File: src/rtl/cnt_wnd_seq.sv
// ============================================================================
// Module   : cnt_wnd_seq (with helper cnt_set)
// Brief    : Time-multiplexed windowed popcount; one CHUNK_WIDTH tree reused
//            per chunk. Optional macro CNT_WND_SEQ_EARLY_EXIT_EN ends COUNT
//            after the last chunk that overlaps the window.
// Revision : 1.0 - initial release
// ============================================================================
`default_nettype none

module cnt_set #(
   parameter int WIDTH       = 32,
   parameter int OUT_WIDTH   = 6,
   parameter int BLOCK_WIDTH = 2
) (
   input  logic [WIDTH-1:0]     vect,
   output logic [OUT_WIDTH-1:0] cnt
);
   localparam int c_num_blk = WIDTH / BLOCK_WIDTH;
   localparam int c_leaf_w  = $clog2(BLOCK_WIDTH) + 1;

   logic [c_leaf_w-1:0] w_blk_cnt [c_num_blk];

   generate
      for (genvar b = 0; b < c_num_blk; b++) begin : g_blk
         assign w_blk_cnt[b] = c_leaf_w'($countones(vect[b*BLOCK_WIDTH +: BLOCK_WIDTH]));
      end
   endgenerate

   always_comb begin
      cnt = '0;
      for (int b = 0; b < c_num_blk; b++) begin
         cnt = cnt + OUT_WIDTH'(w_blk_cnt[b]);
      end
   end
endmodule

module cnt_wnd_seq #(
   parameter int VECT_WIDTH      = 128,
   parameter int CHUNK_WIDTH     = 32,
   parameter int CHUNK_IND_WIDTH = 6,
   parameter int CNT_WIDTH       = 8
) (
   input  logic                  clk,
   input  logic                  rst,
   input  logic                  req_val,
   output logic                  req_rdy,
   input  logic [VECT_WIDTH-1:0] req_vect,
   input  logic [CNT_WIDTH-1:0]  req_len,
   output logic                  resp_val,
   input  logic                  resp_rdy,
   output logic [CNT_WIDTH-1:0]  resp_cnt,
   output logic                  busy
);
   localparam int c_num_chunks = VECT_WIDTH / CHUNK_WIDTH;
   localparam int c_idx_w      = (c_num_chunks > 1) ? $clog2(c_num_chunks) : 1;
   localparam int c_chunk_sh   = $clog2(CHUNK_WIDTH);

   localparam logic [c_idx_w-1:0]   c_last_idx = c_idx_w'(c_num_chunks - 1);
   localparam logic [CNT_WIDTH-1:0] c_vect_len = CNT_WIDTH'(VECT_WIDTH);

   localparam logic [1:0] c_idle  = 2'd0;
   localparam logic [1:0] c_count = 2'd1;
   localparam logic [1:0] c_resp  = 2'd2;

   logic [1:0]            r_state;
   logic [1:0]            w_next_state;
   logic [VECT_WIDTH-1:0] r_vect;
   logic [CNT_WIDTH-1:0]  r_len;
   logic [CNT_WIDTH-1:0]  r_acc;
   logic [CNT_WIDTH-1:0]  r_resp_cnt;
   logic [c_idx_w-1:0]    r_idx;

   logic [CNT_WIDTH-1:0]       w_len_sat;
   logic [CNT_WIDTH:0]         w_base;
   logic [CHUNK_WIDTH-1:0]     w_chunk;
   logic [CHUNK_WIDTH-1:0]     w_mask;
   logic [CHUNK_IND_WIDTH-1:0] w_chunk_cnt;
   logic [CNT_WIDTH-1:0]       w_sum;
   logic                       w_last;

   assign w_len_sat = (req_len > c_vect_len) ? c_vect_len : req_len;
   assign w_base    = (CNT_WIDTH+1)'(r_idx) << c_chunk_sh;
   assign w_chunk   = r_vect[int'(r_idx)*CHUNK_WIDTH +: CHUNK_WIDTH];

   // Mask keeps only global bit positions strictly below the captured length.
   always_comb begin
      w_mask = '0;
      for (int i = 0; i < CHUNK_WIDTH; i++) begin
         w_mask[i] = (w_base + (CNT_WIDTH+1)'(i)) < {1'b0, r_len};
      end
   end

   cnt_set #(
      .WIDTH       (CHUNK_WIDTH),
      .OUT_WIDTH   (CHUNK_IND_WIDTH),
      .BLOCK_WIDTH (2)
   ) u_cnt_set (
      .vect (w_chunk & w_mask),
      .cnt  (w_chunk_cnt)
   );

   assign w_sum = r_acc + CNT_WIDTH'(w_chunk_cnt);

`ifdef CNT_WND_SEQ_EARLY_EXIT_EN
   // Stop once no later chunk can contain an index below the length.
   assign w_last = ((w_base + (CNT_WIDTH+1)'(CHUNK_WIDTH)) >= {1'b0, r_len}) ||
                   (r_idx == c_last_idx);
`else
   assign w_last = (r_idx == c_last_idx);
`endif

   always_ff @(posedge clk or posedge rst) begin
      if (rst) begin
         r_state <= c_idle;
      end else begin
         r_state <= w_next_state;
      end
   end

   always_comb begin
      w_next_state = c_idle;
      case (r_state)
         c_idle:  w_next_state = req_val  ? c_count : c_idle;
         c_count: w_next_state = w_last   ? c_resp  : c_count;
         c_resp:  w_next_state = resp_rdy ? c_idle  : c_resp;
         default: w_next_state = c_idle;
      endcase
   end

   always_comb begin
      req_rdy  = 1'b0;
      resp_val = 1'b0;
      busy     = 1'b0;
      case (r_state)
         c_idle:  req_rdy = 1'b1;
         c_count: busy = 1'b1;
         c_resp: begin
            resp_val = 1'b1;
            busy     = 1'b1;
         end
         default: req_rdy = 1'b0;
      endcase
   end

   always_ff @(posedge clk or posedge rst) begin
      if (rst) begin
         r_vect     <= '0;
         r_len      <= '0;
         r_acc      <= '0;
         r_idx      <= '0;
         r_resp_cnt <= '0;
      end else begin
         case (r_state)
            c_idle: begin
               if (req_val) begin
                  r_vect <= req_vect;
                  r_len  <= w_len_sat;
                  r_acc  <= '0;
                  r_idx  <= '0;
               end
            end
            c_count: begin
               r_acc <= w_sum;
               r_idx <= r_idx + 1'b1;
               if (w_last) begin
                  r_resp_cnt <= w_sum;
               end
            end
            default: begin
               r_acc <= r_acc;
            end
         endcase
      end
   end

   assign resp_cnt = r_resp_cnt;
endmodule

`default_nettype wire

File: config.mk
export PLATFORM = sky130hd
export DESIGN_NAME = cnt_wnd_seq
export DESIGN_NICKNAME = d
export VERILOG_FILES = /design/src/rtl/cnt_wnd_seq.sv
export SDC_FILE = /design/constraint.sdc
export NUM_CORES = 1
export LEC_CHECK = 0
export CORE_MARGIN = 10
export CORE_UTILIZATION = 65
export CTS_CLUSTER_DIAMETER = 60
export CTS_CLUSTER_SIZE = 24
export DETAILED_ROUTE_END_ITERATION = 6
export DONT_BUFFER_PORTS = 1
export PLACE_DENSITY = 0.87
export SYNTH_ARGS = -nofsm -noshare
export SYNTH_HDL_FRONTEND = slang
export SYNTH_SLANG_ARGS = --single-unit
File: constraint.sdc
create_clock -name clk -period 23.5 [get_ports clk]
set_clock_uncertainty 0.05 [all_clocks]
set_input_delay 4.7 -clock clk [delete_from_list [all_inputs] [get_ports clk]]
set_output_delay 4.7 -clock clk [all_outputs]
set_load 0.01 [all_outputs]
**Word level (Yosys, flattened, before mapping)**

Cells that the tools add are included.

- Bits in registers: 156
- Word-level logic and storage cells: 127

- $add $sub $neg: 64
- $lt $le $gt $ge: 33
- Equality and inequality tests: 4
- Shift operators: 1
- Mux-type cells: 12
- Bitwise operators: 1
- Reduce and logical (&&, ||, !) cells: 6

Operator list:

| kind | number |
|---|---|
| $lt 8x8->1 | 31 |
| $add 7x5->8 const B | 16 |
| $shiftx 128x8->32 | 1 |
| $add 6x2->6 | 14 |
| $add 7x4->8 const B | 8 |
| $add 1x1->2 | 16 |
| $add 7x3->8 const B | 4 |
| $and 32x32->32 | 1 |
| $add 7x2->8 const B | 2 |
| $mux 8 | 2 |
| $pmux 8 s2 | 1 |
| $add 7x1->8 const B | 1 |
| $add 8x6->8 | 1 |
| $gt 8x8->1 const B | 1 |
| $lt 7x8->1 | 1 |
| $mux 2 | 3 |
| $pmux 2 s3 | 1 |
| $reduce_and 2->1 | 3 |
| $eq 2x2->1 const B | 2 |
| $mux 1 | 4 |
| $pmux 2 s2 | 1 |
| $add 2x2->3 | 1 |
| $add 2x1->2 const B | 1 |
| $eq 2x1->1 const B | 1 |
| 4 further kinds | 4 |

**Longest topological paths before layout**

Gate-level depths: netlist of run 1.

- Depth after elaboration: 21
- Gate-level depth with buffers: 32

**By module**

From an unflattened synthesis of run 1, not the netlist that was laid out.

- Cell total of the unflattened synthesis: 644
- Area, all modules: 8349.3 µm²

By module, submodules not included:

| module | instances | cells an instance | area an instance (µm²) | seq. area each (µm²) |
|---|---|---|---|---|
| cnt_wnd_seq | 1 | 571 | 7591.0 | 3903.7 |
| cnt_set | 1 | 73 | 758.2 | 0.0 |

**Worst setup path after synthesis of run 1**

OpenSTA, ideal clock, no wires.

- Path kind: register to register
- From: register r_idx[1]
- To: register r_resp_cnt[7], in the netlist resp_cnt[7]
- Arrival time: 7643 ps
- Required time: 23368 ps
- Setup slack: 15725 ps
- Stages on the path, launching flop included: 27
- Period minus slack after synthesis: 7775 ps
- Cell sequence: dfrtp_1 > ha_1 > nand3b_2 > nor4_1 > a21oi_1 > fa_1 > ha_1 > inv_1 > fa_1 > fa_1 > fa_1 > fa_1 > fa_1 > inv_1 > fa_1 > fa_1 > inv_1 > fa_1 > inv_1 > a21o_1 > a21oi_1 > xnor2_1 > ha_1 > o211ai_2 > o211a_1 > or3_1 > a31oi_1

- Cells in the longest elaborated chain, start to end: 20
- Elaborated cells on any way between the ends: 99

Ends and longest elaborated chain:

| what | line | source |
|---|---|---|
| from (decl) | 71 | `logic [c_idx_w-1:0] r_idx;` |
| from (signal assigned) | 164 | `r_idx <= r_idx + 1'b1;` |
| $add 7x1->8 or $add 7x2->8 (tied branches) | 89 | `w_mask[i] = (w_base + (CNT_WIDTH+1)'(i)) < {1'b0, r_len};` |
| $lt 8x8->1 | 89 |  |
| $and 32x32->32 | 98 | `.vect (w_chunk & w_mask),` |
| $add 1x1->2 | 25 | `assign w_blk_cnt[b] = c_leaf_w'($countones(vect[b*BLOCK_WIDTH +: BLOCK_WIDTH]));` |
| $add 2x2->3 | 32 | `cnt = cnt + OUT_WIDTH'(w_blk_cnt[b]);` |
| $add 6x2->6 (14 in series) | 32 |  |
| $add 8x6->8 | 102 | `assign w_sum = r_acc + CNT_WIDTH'(w_chunk_cnt);` |
| to (signal assigned) | 166 | `r_resp_cnt <= w_sum;` |
| to (decl) | 70 | `logic [CNT_WIDTH-1:0] r_resp_cnt;` |

Parallel ways exist; a longest one is shown, timed or not.
A chain may end at the register's enable or synchronous reset.

**Worst setup path in the final report of run 1**

Ends and elaborated chain as after synthesis.

==> metrics.log, run 1 <==
[metrics] endpoints failing setup: 0
[metrics] Worst Tran Pin Value: 1.08 ns
[metrics] status: finished clean
[metrics] clock latency at the later pin of the worst-skew pair: between 0.4 and 0.5 ns
[metrics] final antenna-violating net count: 0
[metrics] post-synthesis area per instance: 13.6 um2
[metrics] final count of pins violating max slew: 0
[metrics] total congestion overflow after global routing: 0
[metrics] sequential cell area: 3910 um2
[metrics] GR Util met1: 23.7%
[metrics] type of the tightest min-delay check: reg -> reg
[metrics] post-CTS sizing: 0
[metrics] r2r setup slk: 14.79 ns
[metrics] WHS Endpoint: r_vect[99]$_DFFE_PP0P_
[metrics] beginning of the worst hold path: r_vect[99]$_DFFE_PP0P_
[metrics] flip-flop and latch count after synthesis: about 160
[metrics] DRC violations left: 0
[metrics] aggregate global-route resource usage: 21.9%
[metrics] Vias per Instance: 6.19
[metrics] R2R cell count: 27
[metrics] post-route fraction of the period consumed by the critical path: 37.0%
[metrics] vertical die dimension: ~130 um
[metrics] max-cap viol count: 0
[metrics] instance count of the mapped netlist: approximately 610
[metrics] most instantiated cells after synthesis: 156 x sky130_fd_sc_hd__dfrtp_1, 133 x sky130_fd_sc_hd__mux2_2, 37 x sky130_fd_sc_hd__inv_1, 32 x sky130_fd_sc_hd__mux4_2, 31 x sky130_fd_sc_hd__nand2_1
[metrics] Nets: between 700 and 800
[metrics] fraction of final layout cells with drive strength greater than 1: 34.5%
[metrics] Setup Buffers After CTS: 0
[metrics] count of input and output buffers: 0
[metrics] final setup TNS: 0 ns
[metrics] count of hold-fix buffers inserted at cts: 0
[metrics] core box area: 12,600 um2
[metrics] crit end category: flip-flop
[metrics] num ports: 151
[metrics] Via Count: roughly 5k
[metrics] most used flip-flop cell after synthesis: sky130_fd_sc_hd__dfrtp_1
[metrics] most numerous cell in the Yosys netlist: sky130_fd_sc_hd__dfrtp_1
[metrics] minimum clock period: 8.71 ns
[metrics] H-tree level count: 4
[metrics] Global Route met2 Usage: between 30% and 40%
[metrics] Die W: 133 um
[metrics] hold path depth: 1
[metrics] number of DRC markers after the initial detailed-route iteration: 296
[metrics] part of the Yosys area used for sequential elements: 47.1%
[metrics] initial antenna violation count: 5
[metrics] endpoint of the worst register-to-register path: resp_cnt[7]$_DFFE_PP0P_
[metrics] hold violation count in the final report: 0
[metrics] GR Layer Usage met3: 8.74%
[metrics] floorplan die area: 17,700 um2
[metrics] post-synth net total: 803
[metrics] Synth-to-Final Area Change: 8.55%
[metrics] Final Worst Setup Slack: 14.79 ns
[metrics] most crowded layer after global routing: met2
[metrics] Routed WL: 18,500 um
[metrics] post-synthesis cell type count: 46
[metrics] number of buffers on the longest clock path: 2
[metrics] routed len/inst: 23.5 um
[metrics] CTS tree: built
[metrics] clock transition at the register clock pins on the worst setup and hold paths after CTS: 0.06 ns
[metrics] Worst Path Class, Setup: reg -> reg
[metrics] largest net degree at the start of global routing: 97
[metrics] area fraction of the dominant cell type after synthesis: 47.1%
[metrics] number of buffers added by the clock tree synthesis step: 17
[metrics] total area of multi-input combinational cells: ~4100 um2
[metrics] worst r2r src: r_idx[1]$_DFFE_PP0P_
[metrics] number of fillers in the final layout: ~800
[metrics] pre-CTS WS: 14.81 ns
[metrics] Num Clock Sinks: 156
[metrics] CP Data Required Time: ~24 ns
[metrics] leading cell types by total area after synthesis: sky130_fd_sc_hd__dfrtp_1 47%, sky130_fd_sc_hd__mux2_2 18%, sky130_fd_sc_hd__mux4_2 8.7%
[metrics] number of synthesized flops with an enable pin: 0
[metrics] Crit Path Max Fanout: 35
[metrics] first-pass GRT wire length: 30,000 um
[metrics] hpwl dp: between 10,000 and 15,000 um
[metrics] maximum achievable frequency: roughly 110 MHz
[metrics] element type at the critical path start: flip-flop
[metrics] Routability Congestion: between 0.8 and 0.9
[metrics] number of warning messages in the yosys log: 0
[metrics] total number of placement rows: 41
[metrics] RSZ-0062 raised after global routing: no
[metrics] library cell with the largest summed area after synthesis: sky130_fd_sc_hd__dfrtp_1
[metrics] Initial Util: 65.9%
[metrics] headroom to the max-slew limit: between 20 and 30%
[metrics] number of global-route vias before repair: roughly 5.5k
[metrics] cell area after technology mapping: 8290 um2
[metrics] asr flop ratio synth: 100%
[metrics] worst path arrival time: roughly 9.0 ns
[metrics] root cell of the clock tree: sky130_fd_sc_hd__clkbuf_16
[metrics] first-pass detailed-route iteration total: 4
-- placed cells by master, fill, tap and decap left out, types with 4 or more instances in the layout --
| cell type | instances |
|---|---|
| sky130_fd_sc_hd__a21o_1 | 5 |
| sky130_fd_sc_hd__a21oi_1 | 16 |
| sky130_fd_sc_hd__a22o_1 | 7 |
| sky130_fd_sc_hd__buf_4 | 4 |
| sky130_fd_sc_hd__clkbuf_16 | 17 |
| sky130_fd_sc_hd__dfrtp_1 | 154 |
| sky130_fd_sc_hd__fa_1 | 26 |
| sky130_fd_sc_hd__ha_1 | 26 |
| sky130_fd_sc_hd__inv_1 | 36 |
| sky130_fd_sc_hd__inv_6 | 6 |
| sky130_fd_sc_hd__mux2_2 | 133 |
| sky130_fd_sc_hd__mux4_2 | 32 |
| sky130_fd_sc_hd__nand2_1 | 30 |
| sky130_fd_sc_hd__nand2b_1 | 13 |
| sky130_fd_sc_hd__nand3_1 | 10 |
| sky130_fd_sc_hd__nor2_1 | 13 |
| sky130_fd_sc_hd__o211ai_1 | 6 |
| sky130_fd_sc_hd__o21ai_0 | 20 |
| sky130_fd_sc_hd__o311a_1 | 5 |
| sky130_fd_sc_hd__xnor2_1 | 6 |
-- per-stage QoR --
stage	instances	util, %	hold WS [ns]	cell area (um2)
3_3_place_gp	754	66.7	0.430	8380
3_5_place_dp	754	66.7	0.429	8380
5_1_grt	787	71.6	0.464	8990
6_report	787	71.6	0.452	8990
4_1_cts	786	71.5	0.455	8990
2_1_floorplan	611	-	0.400	8290
-- worst max-delay path: stages, from the launching register on --
cell and delay [ns]:
sky130_fd_sc_hd__dfrtp_2 0.39, sky130_fd_sc_hd__buf_4 0.32, sky130_fd_sc_hd__ha_1 0.47, sky130_fd_sc_hd__nand3b_2 0.22
sky130_fd_sc_hd__nor4_1 0.48, sky130_fd_sc_hd__a21oi_1 0.19, sky130_fd_sc_hd__fa_1 0.50, sky130_fd_sc_hd__ha_1 0.29
sky130_fd_sc_hd__inv_1 0.05, sky130_fd_sc_hd__fa_1 0.50, sky130_fd_sc_hd__fa_1 0.52, sky130_fd_sc_hd__fa_1 0.53
sky130_fd_sc_hd__fa_1 0.52, sky130_fd_sc_hd__fa_1 0.56, sky130_fd_sc_hd__inv_1 0.06, sky130_fd_sc_hd__fa_1 0.50
sky130_fd_sc_hd__fa_1 0.46, sky130_fd_sc_hd__inv_1 0.09, sky130_fd_sc_hd__fa_1 0.21, sky130_fd_sc_hd__inv_1 0.05
sky130_fd_sc_hd__a21o_1 0.17, sky130_fd_sc_hd__a21oi_1 0.17, sky130_fd_sc_hd__xnor2_1 0.09, sky130_fd_sc_hd__ha_1 0.34
sky130_fd_sc_hd__o211ai_2 0.10, sky130_fd_sc_hd__o211a_1 0.28, sky130_fd_sc_hd__or3_1 0.35, sky130_fd_sc_hd__a31oi_1 0.17
-- metal layers --
metal  vias to the layer above  part of all wire [%]
li1                       2170                     -
met3                        38                   7.3
met4                         2                   2.5
met2                       141                    53
met1                      2521                    37
met5                         -                 0.054
-- sequential cells by signal (all words and copies together), names as in the netlist --
signal and flops:
r_state 2, r_acc 8, r_idx 2, resp_cnt 8, r_len 8, r_vect 128
-- cell families after synthesis --
logic type      after synthesis  synth area share (%)
fa+ha+maj                    52                  10.2
mux                         166                  26.9
buf+inv                      70                  3.73
simple gates                 84                  5.12
flops                       156                  47.1
xor+xnor                      6                 0.634
compound gates               77                  6.31
-- layout make-up --
type / count / area share (%)
multi-input cells: 385 / 45.4
flip-flops and latches: 156 / 43.4
clock buffers: 18 / 4.88
well taps: 172 / 2.39
clock inverters: 14 / 1.96
inverters: 37 / 1.60
repair buffers: 4 / 0.334
diodes: 1 / 0.0278
-- how the worst max path moves through the flow --
stage,from,end,slack [ns]
3_5_place_dp,r_idx[1]$_DFFE_PP0P_,resp_cnt[7]$_DFFE_PP0P_,14.81
5_1_grt,r_idx[1]$_DFFE_PP0P_,resp_cnt[7]$_DFFE_PP0P_,14.19
2_1_floorplan,rst,r_acc[0]$_DFFE_PP0P_,14.54
3_3_place_gp,r_idx[1]$_DFFE_PP0P_,resp_cnt[7]$_DFFE_PP0P_,15.08
6_report,r_idx[1]$_DFFE_PP0P_,resp_cnt[7]$_DFFE_PP0P_,14.79
4_1_cts,r_idx[1]$_DFFE_PP0P_,resp_cnt[7]$_DFFE_PP0P_,14.78
Power of run 1 is not shown: default switching activity piles up to over one toggle a cycle in this logic, so the estimate is an artifact.
==> run 2: changes to the inputs <==
--- a/config.mk
+++ b/config.mk
@@ -6,12 +6,12 @@
 export NUM_CORES = 1
 export LEC_CHECK = 0
 export CORE_MARGIN = 10
-export CORE_UTILIZATION = 65
+export CORE_UTILIZATION = 64
 export CTS_CLUSTER_DIAMETER = 60
 export CTS_CLUSTER_SIZE = 24
 export DETAILED_ROUTE_END_ITERATION = 6
 export DONT_BUFFER_PORTS = 1
-export PLACE_DENSITY = 0.87
+export PLACE_DENSITY = 0.86
 export SYNTH_ARGS = -nofsm -noshare
 export SYNTH_HDL_FRONTEND = slang
 export SYNTH_SLANG_ARGS = --single-unit
==> constraint.sdc (replaced) <==
create_clock -name clk -period 8.7 [get_ports clk]
set_clock_uncertainty 0.05 [all_clocks]
set_input_delay 1.74 -clock clk [delete_from_list [all_inputs] [get_ports clk]]
set_output_delay 1.74 -clock clk [all_outputs]
set_load 0.01 [all_outputs]
==> run 2 against run 1 <==
Critical path type unchanged. Global-route usage is 0.44 points higher. Cell area hardly changed. Critical endpoint unchanged. Wire length is 3.4% higher. Via count is 2.1% higher. Final cell count is 0.25% higher.
==> metrics.log, run 2 (synthesized netlist as in run 1, its figures left out) <==
[metrics] status: finished clean
[metrics] crit end category: flip-flop
[metrics] Synth-to-Final Area Change: 8.58% (about the same)
[metrics] WHS Endpoint: r_vect[106]$_DFFE_PP0P_
[metrics] endpoints failing setup: 0 (unchanged)
[metrics] fraction of final layout cells with drive strength greater than 1: 34.5% (unchanged)
[metrics] H-tree level count: 4 (unchanged)
[metrics] vertical die dimension: 134 um (+0.66%)
[metrics] type of the tightest min-delay check: reg -> reg
[metrics] Vias per Instance: 6.30 (+1.8%)
[metrics] Initial Util: 65.4% (-0.53 points)
[metrics] endpoint of the worst register-to-register path: resp_cnt[7]$_DFFE_PP0P_
[metrics] DRC violations left: 0 (unchanged)
[metrics] total cell area at the placement stage: 8380 um2 (unchanged)
[metrics] most crowded layer after global routing: met2
[metrics] r2r setup slk: 0.40 ns (-14.39 ns)
[metrics] total congestion overflow after global routing: 0 (unchanged)
[metrics] Final Util: 71.0% (-0.56 points)
[metrics] count of input and output buffers: 0 (unchanged)
[metrics] first-pass GRT wire length: 30,800 um (+2.9%)
[metrics] number of global-route vias before repair: 5,547 (+0.090%)
[metrics] root cell of the clock tree: sky130_fd_sc_hd__clkbuf_16
[metrics] Crit Path Max Fanout: 11 (-69%)
[metrics] hpwl dp: 14,100 um (+0.68%)
[metrics] cell area after layout: 9000 um2 (about the same)
[metrics] first-pass detailed-route iteration total: 5 (+1)
[metrics] beginning of the worst hold path: r_vect[106]$_DFFE_PP0P_
[metrics] worst r2r src: r_idx[1]$_DFFE_PP0P_
[metrics] maximum achievable frequency: 121 MHz (+4.9%)
[metrics] num ports: 151 (unchanged)
[metrics] clock transition at the register clock pins on the worst setup and hold paths after CTS: 0.06 ns (about the same)
[metrics] Top reg by flops: r_vect
[metrics] final count of pins violating max slew: 0 (unchanged)
[metrics] Via Count: 4,973 (+2.1%)
[metrics] total number of placement rows: 41 (unchanged)
[metrics] minimum clock period: 8.30 ns (-0.411 ns)
[metrics] Routed WL: 19,100 um (+3.4%)
[metrics] R2R cell count: 26 (-3.7%)
[metrics] max-cap viol count: 0 (unchanged)
[metrics] GR Util met1: 24.2% (+0.47 points)
[metrics] number of DRC markers after the initial detailed-route iteration: 296 (unchanged)
[metrics] element type at the critical path start: flip-flop
[metrics] CP Data Required Time: 9.00 ns (-14.80 ns)
[metrics] CTS tree: built
[metrics] largest net degree at the start of global routing: 91 (-6.2%)
[metrics] cell type group with the largest total delay on the critical path: adder cells
[metrics] GR Layer Usage met3: 8.44% (-0.30 points)
[metrics] aggregate global-route resource usage: 22.3% (+0.44 points)
[metrics] slowest CP cell: sky130_fd_sc_hd__fa_1
[metrics] headroom to the max-slew limit: 30.9% (+3.1 points)
[metrics] routed len/inst: 24.3 um (+3.1%)
[metrics] post-route fraction of the period consumed by the critical path: 95.4% (+58 points)
[metrics] clock latency at the later pin of the worst-skew pair: 0.43 ns (about the same)
[metrics] Global Route met2 Usage: 38.7% (+1.4 points)
[metrics] slowest stage delay, CP: 0.54 ns (-0.02 ns)
[metrics] Nets: 793 (unchanged)
[metrics] most common cell after layout, fill and taps aside: sky130_fd_sc_hd__dfrtp_1
[metrics] most frequent cells in the layout: 154 x sky130_fd_sc_hd__dfrtp_1, 133 x sky130_fd_sc_hd__mux2_2, 36 x sky130_fd_sc_hd__inv_1
[metrics] Routability Congestion: 0.947 (+5.2%)
[metrics] Die W: 134 um (+0.66%)
[metrics] Setup Buffers After CTS: 0 (unchanged)
[metrics] worst path arrival time: 8.60 ns (-0.41 ns)
[metrics] Num Clock Sinks: 156 (unchanged)
[metrics] final antenna-violating net count: 0 (unchanged)
[metrics] hold violation count in the final report: 0 (unchanged)
[metrics] Worst Tran Pin Value: 1.04 ns (-0.0461 ns)
[metrics] Worst Path Class, Setup: reg -> reg
[metrics] number of flip-flops under the largest register name: 128 (unchanged)
[metrics] number of buffers on the longest clock path: 2 (unchanged)
[metrics] initial antenna violation count: 4 (-1)
[metrics] cell repeated most along the worst path: sky130_fd_sc_hd__fa_1
[metrics] number of buffer and inverter stages on the critical path: 4 (-1)
[metrics] core box area: 12,700 um2 (+0.82%)
[metrics] hold path depth: 1 (unchanged)
[metrics] floorplan die area: 17,900 um2 (+1.3%)
[metrics] number of buffers added by the clock tree synthesis step: 17 (unchanged)
==> run 2: cell type report <==
type	count	area [um2]
tap	172	215
timing repair buffer	4	30.0
inverter	37	144
fill	832	3670
antenna	3	7.51
clock buffer	19	443
clock inverter	13	155
multi-input combinational	385	4100
sequential	156	3910
==> run 2: what timing repair did <==
| action | in CTS | in global routing |
|---|---|---|
| endpoints found under the hold margin | 0 | 0 |
| hold buffers | 0 | 0 |
| gates resized for setup | 0 | 2 |
| endpoints found under the setup margin | 0 | 7 |
==> run 2: routing by layer <==
metal	vias to the layer above	wire length (um)
met5	-	7
met4	2	427
met3	52	1550
met2	198	10400
met1	2545	6780
li1	2176	-
==> run 2: worst max path at each step <==
stage	slack, ns	end	from	depth (start not counted)
detailed placement	0.19	resp_cnt[7]$_DFFE_PP0P_	r_idx[1]$_DFFE_PP0P_	26
floorplan	0.93	resp_cnt[7]$_DFFE_PP0P_	r_idx[1]$_DFFE_PP0P_	26
global placement	0.53	resp_cnt[7]$_DFFE_PP0P_	r_idx[1]$_DFFE_PP0P_	26
global route	-0.007	resp_cnt[7]$_DFFE_PP0P_	r_idx[1]$_DFFE_PP0P_	27
finish	0.40	resp_cnt[7]$_DFFE_PP0P_	r_idx[1]$_DFFE_PP0P_	26
CTS	0.17	resp_cnt[7]$_DFFE_PP0P_	r_idx[1]$_DFFE_PP0P_	26
==> run 2: stage by stage <==
stage	instances	TNS [ns]	worst slack, ns	hold slack, ns
after floorplan	611	0	0.925	0.400
final	789	0	0.404	0.453
after global routing	787	-0.00714	-0.00714	0.469
after global placement	754	0	0.532	0.428
after detailed placement	754	0	0.190	0.441
after CTS	786	0	0.166	0.454
Power of run 2 is left out for the same reason.
